### src/rtl/pulse_swallow_ctrl_pkg.sv
// pulse_swallow_pkg: shared widths, reset defaults, config word type and S saturation helper
package pulse_swallow_pkg;
  localparam int PW_DEF = 8;
  localparam int P_RST_DEF = 10;
  localparam int S_RST_DEF = 0;
  typedef struct packed {
    logic [PW_DEF-1:0] p;
    logic [PW_DEF-1:0] s;
  } cfg_t;
  function automatic logic [PW_DEF-1:0] sat_s(input logic [PW_DEF-1:0] p, input logic [PW_DEF-1:0] s);
    return (s > p) ? p : s;
  endfunction
endpackage

### src/rtl/pulse_swallow_ctrl_if.sv
// pulse_swallow_ctrl_if: (P,S) config handshake from the sigma-delta modulator
interface pulse_swallow_ctrl_if #(parameter int PW = pulse_swallow_pkg::PW_DEF);
  logic [PW-1:0] cfg_p;
  logic [PW-1:0] cfg_s;
  logic cfg_valid;
  logic cfg_ready;
  logic cfg_err;
  modport master(output cfg_p, cfg_s, cfg_valid, input cfg_ready, cfg_err);
  modport slave(input cfg_p, cfg_s, cfg_valid, output cfg_ready, cfg_err);
endinterface

### src/rtl/pulse_swallow_ctrl_cfg_slot.sv
// psc_cfg_slot: one-entry pending config register with legality check, popped at frame end
module psc_cfg_slot
  import pulse_swallow_pkg::*;
#(
  parameter int PW = PW_DEF
) (
  input  logic          clk,
  input  logic          rst,
  input  logic [PW-1:0] in_p,
  input  logic [PW-1:0] in_s,
  input  logic          in_valid,
  input  logic          pop,
  output logic          in_ready,
  output logic          err,
  output logic          full,
  output cfg_t          word
);
  logic xfer;
  assign in_ready = !full;
  assign xfer = in_valid && in_ready;
  // P=0 words are dropped, oversized S is clamped to P; either case flags err for one cycle
  always_ff @(posedge clk) begin
    if (rst) begin
      full <= 1'b0;
      err  <= 1'b0;
      word <= '0;
    end else begin
      err <= xfer && (in_p == '0 || in_s > in_p);
      if (xfer && in_p != '0) begin
        full <= 1'b1;
        word <= '{p: in_p, s: sat_s(in_p, in_s)};
      end else if (pop) full <= 1'b0;
    end
  end
endmodule

### src/rtl/pulse_swallow_ctrl.sv
// pulse_swallow_ctrl: P/S frame counter driving 8/9 prescaler MC; PSC_TOGGLE_OUT_EN adds div_tgl
module pulse_swallow_ctrl
  import pulse_swallow_pkg::*;
#(
  parameter int PW    = PW_DEF,
  parameter int P_RST = P_RST_DEF,
  parameter int S_RST = S_RST_DEF
) (
  input  logic clk,
  input  logic rst,
  pulse_swallow_ctrl_if.slave bus,
  output logic mc,
`ifdef PSC_TOGGLE_OUT_EN
  output logic div_tgl,
`else
`endif
  output logic div_pulse
);
  logic [PW-1:0] cnt, p_act, s_act;
  logic last, full, slot_ready, slot_err;
  cfg_t word;
  psc_cfg_slot #(.PW(PW)) u_slot (
    .clk      (clk),
    .rst      (rst),
    .in_p     (bus.cfg_p),
    .in_s     (bus.cfg_s),
    .in_valid (bus.cfg_valid),
    .pop      (last),
    .in_ready (slot_ready),
    .err      (slot_err),
    .full     (full),
    .word     (word)
  );
  assign last = cnt == '0;
  // cnt counts the remaining cycles of the frame, so k<S becomes cnt >= P-S without widening
  assign mc = !rst && (cnt >= p_act - s_act);
  assign div_pulse = !rst && last;
  assign bus.cfg_ready = rst || slot_ready;
  assign bus.cfg_err = !rst && slot_err;
  // frame counter reloads P-1 at frame end, adopting a pending word if one is waiting
  always_ff @(posedge clk) begin
    if (rst) begin
      p_act <= PW'(P_RST);
      s_act <= PW'(S_RST);
      cnt   <= PW'(P_RST - 1);
    end else if (last && full) begin
      p_act <= word.p;
      s_act <= word.s;
      cnt   <= word.p - 1'b1;
    end else cnt <= last ? p_act - 1'b1 : cnt - 1'b1;
  end
`ifdef PSC_TOGGLE_OUT_EN
  // half-rate frame toggle for a ~50% duty output
  always_ff @(posedge clk) begin
    if (rst) div_tgl <= 1'b0;
    else if (last) div_tgl <= !div_tgl;
  end
`else
`endif
endmodule
### src/flat_wrapper.sv
// flat-port wrapper written by rule: the top's interface ports become plain ports
module pulse_swallow_ctrl_flat import pulse_swallow_pkg::*;
#(
  parameter int PW    = PW_DEF,
  parameter int P_RST = P_RST_DEF,
  parameter int S_RST = S_RST_DEF
)
  (clk, rst, mc, div_pulse, bus_cfg_p, bus_cfg_s, bus_cfg_valid, bus_cfg_ready, bus_cfg_err);
  pulse_swallow_ctrl_if #(.PW(PW)) bus_i ();
  input  logic clk;
  input  logic rst;
  output logic mc;
  output logic div_pulse;
  input wire logic [$bits(bus_i.cfg_p)-1:0] bus_cfg_p;
  input wire logic [$bits(bus_i.cfg_s)-1:0] bus_cfg_s;
  input wire logic [$bits(bus_i.cfg_valid)-1:0] bus_cfg_valid;
  output wire logic [$bits(bus_i.cfg_ready)-1:0] bus_cfg_ready;
  output wire logic [$bits(bus_i.cfg_err)-1:0] bus_cfg_err;
  assign bus_i.cfg_p = bus_cfg_p;
  assign bus_i.cfg_s = bus_cfg_s;
  assign bus_i.cfg_valid = bus_cfg_valid;
  assign bus_cfg_ready = bus_i.cfg_ready;
  assign bus_cfg_err = bus_i.cfg_err;
  pulse_swallow_ctrl #(.PW(PW), .P_RST(P_RST), .S_RST(S_RST)) u_core (.clk(clk), .rst(rst), .bus(bus_i), .mc(mc), .div_pulse(div_pulse));
endmodule
### config.mk
export PLATFORM = sky130hd
export DESIGN_NAME = pulse_swallow_ctrl_flat
export DESIGN_NICKNAME = d
export VERILOG_FILES = /design/src/rtl/pulse_swallow_ctrl_pkg.sv /design/src/rtl/pulse_swallow_ctrl_if.sv /design/src/rtl/pulse_swallow_ctrl_cfg_slot.sv /design/src/rtl/pulse_swallow_ctrl.sv /design/src/flat_wrapper.sv
export SDC_FILE = /design/constraint.sdc
export NUM_CORES = 1
export LEC_CHECK = 0
export CAP_MARGIN = 15
export CORE_ASPECT_RATIO = 0.8
export CORE_MARGIN = 1
export CORE_UTILIZATION = 62
export CTS_BUF_LIST = sky130_fd_sc_hd__clkbuf_8
export CTS_CLUSTER_DIAMETER = 40
export CTS_CLUSTER_SIZE = 40
export DETAILED_ROUTE_END_ITERATION = 8
export DONT_BUFFER_PORTS = 1
export MAX_ROUTING_LAYER = met4
export PLACE_DENSITY_LB_ADDON = 0.15
export SKIP_CTS_REPAIR_TIMING = 1
export SLEW_MARGIN = 20
export SYNTH_ARGS = -nofsm -noshare
export SYNTH_HDL_FRONTEND = slang
export SYNTH_HIERARCHICAL = 1
export SYNTH_SLANG_ARGS = --single-unit
export TNS_END_PERCENT = 30
### constraint.sdc
create_clock -name clk -period 6.5 [get_ports clk]
set_input_delay 0 -clock clk [delete_from_list [all_inputs] [get_ports clk]]
set_output_delay 0 -clock clk [all_outputs]
set_load 0.03 [all_outputs]
==> qor.json <==
{
  "max_cap_viol_count": {"value": 0},
  "grt_overflow_total": {"value": 0},
  "die-area": {"value": 0.00433, "unit": "mm^2"},
  "totalWireLength": {"value": 6480, "unit": "um"},
  "slew_viol_final": {"value": 0},
  "count_of_unresolved_drc_violations_after_routing": {"value": 0},
  "port_buffers": {"value": 0},
  "top_signal_layer_used": {"value": "met4"},
  "grt_start_max_net_pins": {"value": 45},
  "worstSetupStartpointType": {"value": "register"},
  "timing.critical_path.arrival": {"value": 3.01, "unit": "ns"},
  "max_freq": {"value": 332, "unit": "MHz"},
  "drt_iter0_markers": {"value": 303},
  "worst_hold_path_type": {"value": "input port to primary output"},
  "worst_clock_skew": {"value": 0.00932, "unit": "ns"},
  "die_h": {"value": 59.1, "unit": "um"},
  "detailedPlace.worstSlack": {"value": 3.87, "unit": "ns"},
  "finalHoldWorstSlack": {"value": 0.115, "unit": "ns"},
  "worst_pin_slew": {"value": 0.770, "unit": "ns"},
  "synth_largest_area_cell": {"value": "dfxtp_1"},
  "num_antenna_cells": {"value": 0},
  "core_area": {"value": 0.00385, "unit": "mm^2"},
  "setup.worst_path.class": {"value": "register to primary output"},
  "syn_area": {"value": 0.00252, "unit": "mm^2"},
  "rsz_0062_raised_after_global_routing": {"value": "no"},
  "final_layout_size_suffix_gt1_share": {"value": 7.37, "unit": "%"},
  "outcome": {"value": "complete, no violations"},
  "wl_per_cell": {"value": 16.4, "unit": "um"},
  "htree_num_levels": {"value": 2},
  "synth-edff-count": {"value": 0},
  "netlist_top_cells_area": {"value": "dfxtp_1 33%, ha_1 12%, nand2_1 7.3%"},
  "numCtsBuffers": {"value": 5},
  "floorplan.rows": {"value": 20},
  "cts_tree": {"value": "done"},
  "yosys-top-cells-count": {"value": "49 x nand2_1, 42 x dfxtp_1, 33 x a21oi_1"},
  "initial_core_util": {"value": 65.5, "unit": "%"},
  "via_count": {"value": 2374},
  "detailedPlacementHpwl": {"value": 4160, "unit": "um"},
  "most_used_flip_flop_cell_after_synthesis": {"value": "dfxtp_1"},
  "synth_warnings": {"value": 6},
  "viasPerCell": {"value": 6.03},
  "dieWidth": {"value": 73.3, "unit": "um"},
  "drt_first_pass_iters": {"value": 7},
  "grt_util_all_layers": {"value": 29.1, "unit": "%"},
  "clkTransAtPathRegs": {"value": 0.08, "unit": "ns"},
  "ys_types": {"value": 49},
  "layout_min_cycle_time": {"value": 3.01, "unit": "ns"},
  "endpoint_kind_of_the_worst_setup_timing_path": {"value": "primary output"},
  "peakVddDrop": {"value": 0.158, "unit": "mV"},
  "timing.slew.headroom": {"value": 48.5, "unit": "%"},
  "syn_avg_cell_area": {"value": 7.86, "unit": "um^2"},
  "met3RoutedLength": {"value": 531, "unit": "um"},
  "place_congestion": {"value": 0.936},
  "synth-async-reset-ratio": {"value": 0, "unit": "%"},
  "synthCells": {"value": 321},
  "synth_nets": {"value": 365},
  "required": {"value": 6.50, "unit": "ns"},
  "synth_top_cell_area_share": {"value": 33.3, "unit": "%"},
  "first_global_vias": {"value": 1937},
  "initial_antenna_violation_count": {"value": 0},
  "met2_wirelength": {"value": 2910, "unit": "um"},
  "fin_nets": {"value": 382},
  "total_leakage_power": {"value": 1.16, "unit": "nW"},
  "fin_setup_tns": {"value": 0, "unit": "ns"},
  "area_delta_synth_final": {"value": 13.6, "unit": "%"},
  "period_utilisation_layout": {"value": 46.3, "unit": "%"},
  "critPathMaxFanout": {"value": 4},
  "antenna_left": {"value": 0},
  "worst_slack": {"value": 3.49, "unit": "ns"},
  "sinks_on_the_clock_net": {"value": 42},
  "insertion_delay": {"value": 0.30, "unit": "ns"},
  "synth_most_common_cell": {"value": "nand2_1"},
  "grt_pass1_wl": {"value": 9260, "unit": "um"},
  "finalSetupViolCount": {"value": 0},
  "cts-root-buf": {"value": "clkbuf_8"},
  "synth_seq_cells": {"value": 42},
  "final.fill_count": {"value": 295},
  "finalHoldViolCount": {"value": 0},
  "synth.yosys.seq_area_share": {"value": 33.3, "unit": "%"},
  "io_pins": {"value": 23},
  "cts_max_path_buffers": {"value": 2},
  "power.density": {"value": 211, "unit": "mW/mm^2"},
  "route.layer.met1.wl": {"value": 2940, "unit": "um"}
}
[where the power goes]
| part | internal (W) | switching [W] | leakage (nW) |
|---|---|---|---|
| clock | 0.0000854 | 0.0000931 | 0.0472 |
| combinational | 0.0000565 | 0.0000804 | 0.772 |
| sequential | 0.000273 | 0.0000165 | 0.343 |
[flip-flops by register name, indices dropped and copies added (netlist names)]
register / count
u_core/cnt: 8
u_core/p_act: 8
u_core/s_act: 8
u_core/u_slot/err: 1
u_core/u_slot/full: 1
u_core/u_slot/word: 16
[area by class of cell]
class	instances	area [um^2]	share of cell area [%]
sequential	42	841	29.3
inverter	26	97.6	3.40
timing repair buffer	24	250	8.73
clock inverter	2	12.5	0.436
clock buffer	6	82.6	2.88
multi-input combinational	239	1520	52.8
tap	55	68.8	2.40
[worst max-delay path, cell delays in order, from the launching register on]
cell,delay (ns)
dfxtp_1,0.42
ha_1,0.25
nor2b_1,0.13
o21ai_0,0.24
a21boi_0,0.13
o21ai_0,0.24
nand2b_1,0.10
xnor2_1,0.21
ha_1,0.29
a21o_1,0.18
a21oi_1,0.13
o21ai_0,0.09
a22o_1,0.30
[kinds of logic (layout without fill, tap and decap cells)]
| family | Yosys count | in the layout | share of synthesized area [%] |
|---|---|---|---|
| AND/OR/NAND/NOR | 123 | 123 | 22.8 |
| AO/OA/AOI/OAI | 77 | 77 | 19.4 |
| flip-flops | 42 | 42 | 33.3 |
| buffers and inverters | 40 | 58 | 6.74 |
| adder cells (fa/ha/maj) | 25 | 25 | 12.7 |
| XOR/XNOR | 12 | 12 | 4.16 |
| multiplexers | 2 | 2 | 0.892 |
[per-layer routing]
layer / GRT usage, % / up-vias
li1: - / 1141
met1: 42.6 / 1106
met5: - / -
met3: 7.65 / 13
met2: 39.9 / 114
met4: 6.59 / 0
[cells in the final DEF, fill, tap and decap left out, drive strengths merged, types with 2 or more instances in the layout]
cell type and count:
a21o 4, a21oi 33, a22oi 2, a311oi 8, a31oi 3, clkbuf 6, dfxtp 42, dlygate4sd3 23
ha 24, inv 26, mux2 2, nand2 49, nand2b 4, nand3 12, nand4 3, nor2 29
nor2b 5, nor3 3, nor4 6, o21ai 15, o22ai 3, or2 6, or4 3, xnor2 7
xor2 5
[through the flow]
| step | power (W) | cell area (um^2) | cells | util, % |
|---|---|---|---|---|
| after floorplan | 0.000390 | 2520 | 321 | - |
| after global placement | 0.000404 | 2520 | 362 | 65.4 |
| after global routing | 0.000629 | 2870 | 394 | 74.4 |
| final | 0.000605 | 2870 | 394 | 74.4 |
| after detailed placement | 0.000406 | 2520 | 362 | 65.4 |
| after CTS | 0.000579 | 2620 | 370 | 67.9 |
[worst paths after layout]
| path | start | endpoint | slack (ns) | cells after the start |
|---|---|---|---|---|
| worst max register to register | u_core/u_slot/full$_SDFFE_PP0P_ | u_core/u_slot/word[6]$_SDFFE_PP0P_ | 3.69 | 5 |
| worst max-delay path | u_core/p_act[1]$_SDFFE_PP1P_ | mc | 3.49 | 12 |
| worst min register to register | u_core/u_slot/word[1]$_SDFFE_PP0P_ | u_core/s_act[1]$_SDFFE_PP0P_ | 0.46 | 2 |
| worst min-delay path | rst | bus_cfg_err | 0.12 | 1 |
Power figures use the tool's default switching activity.
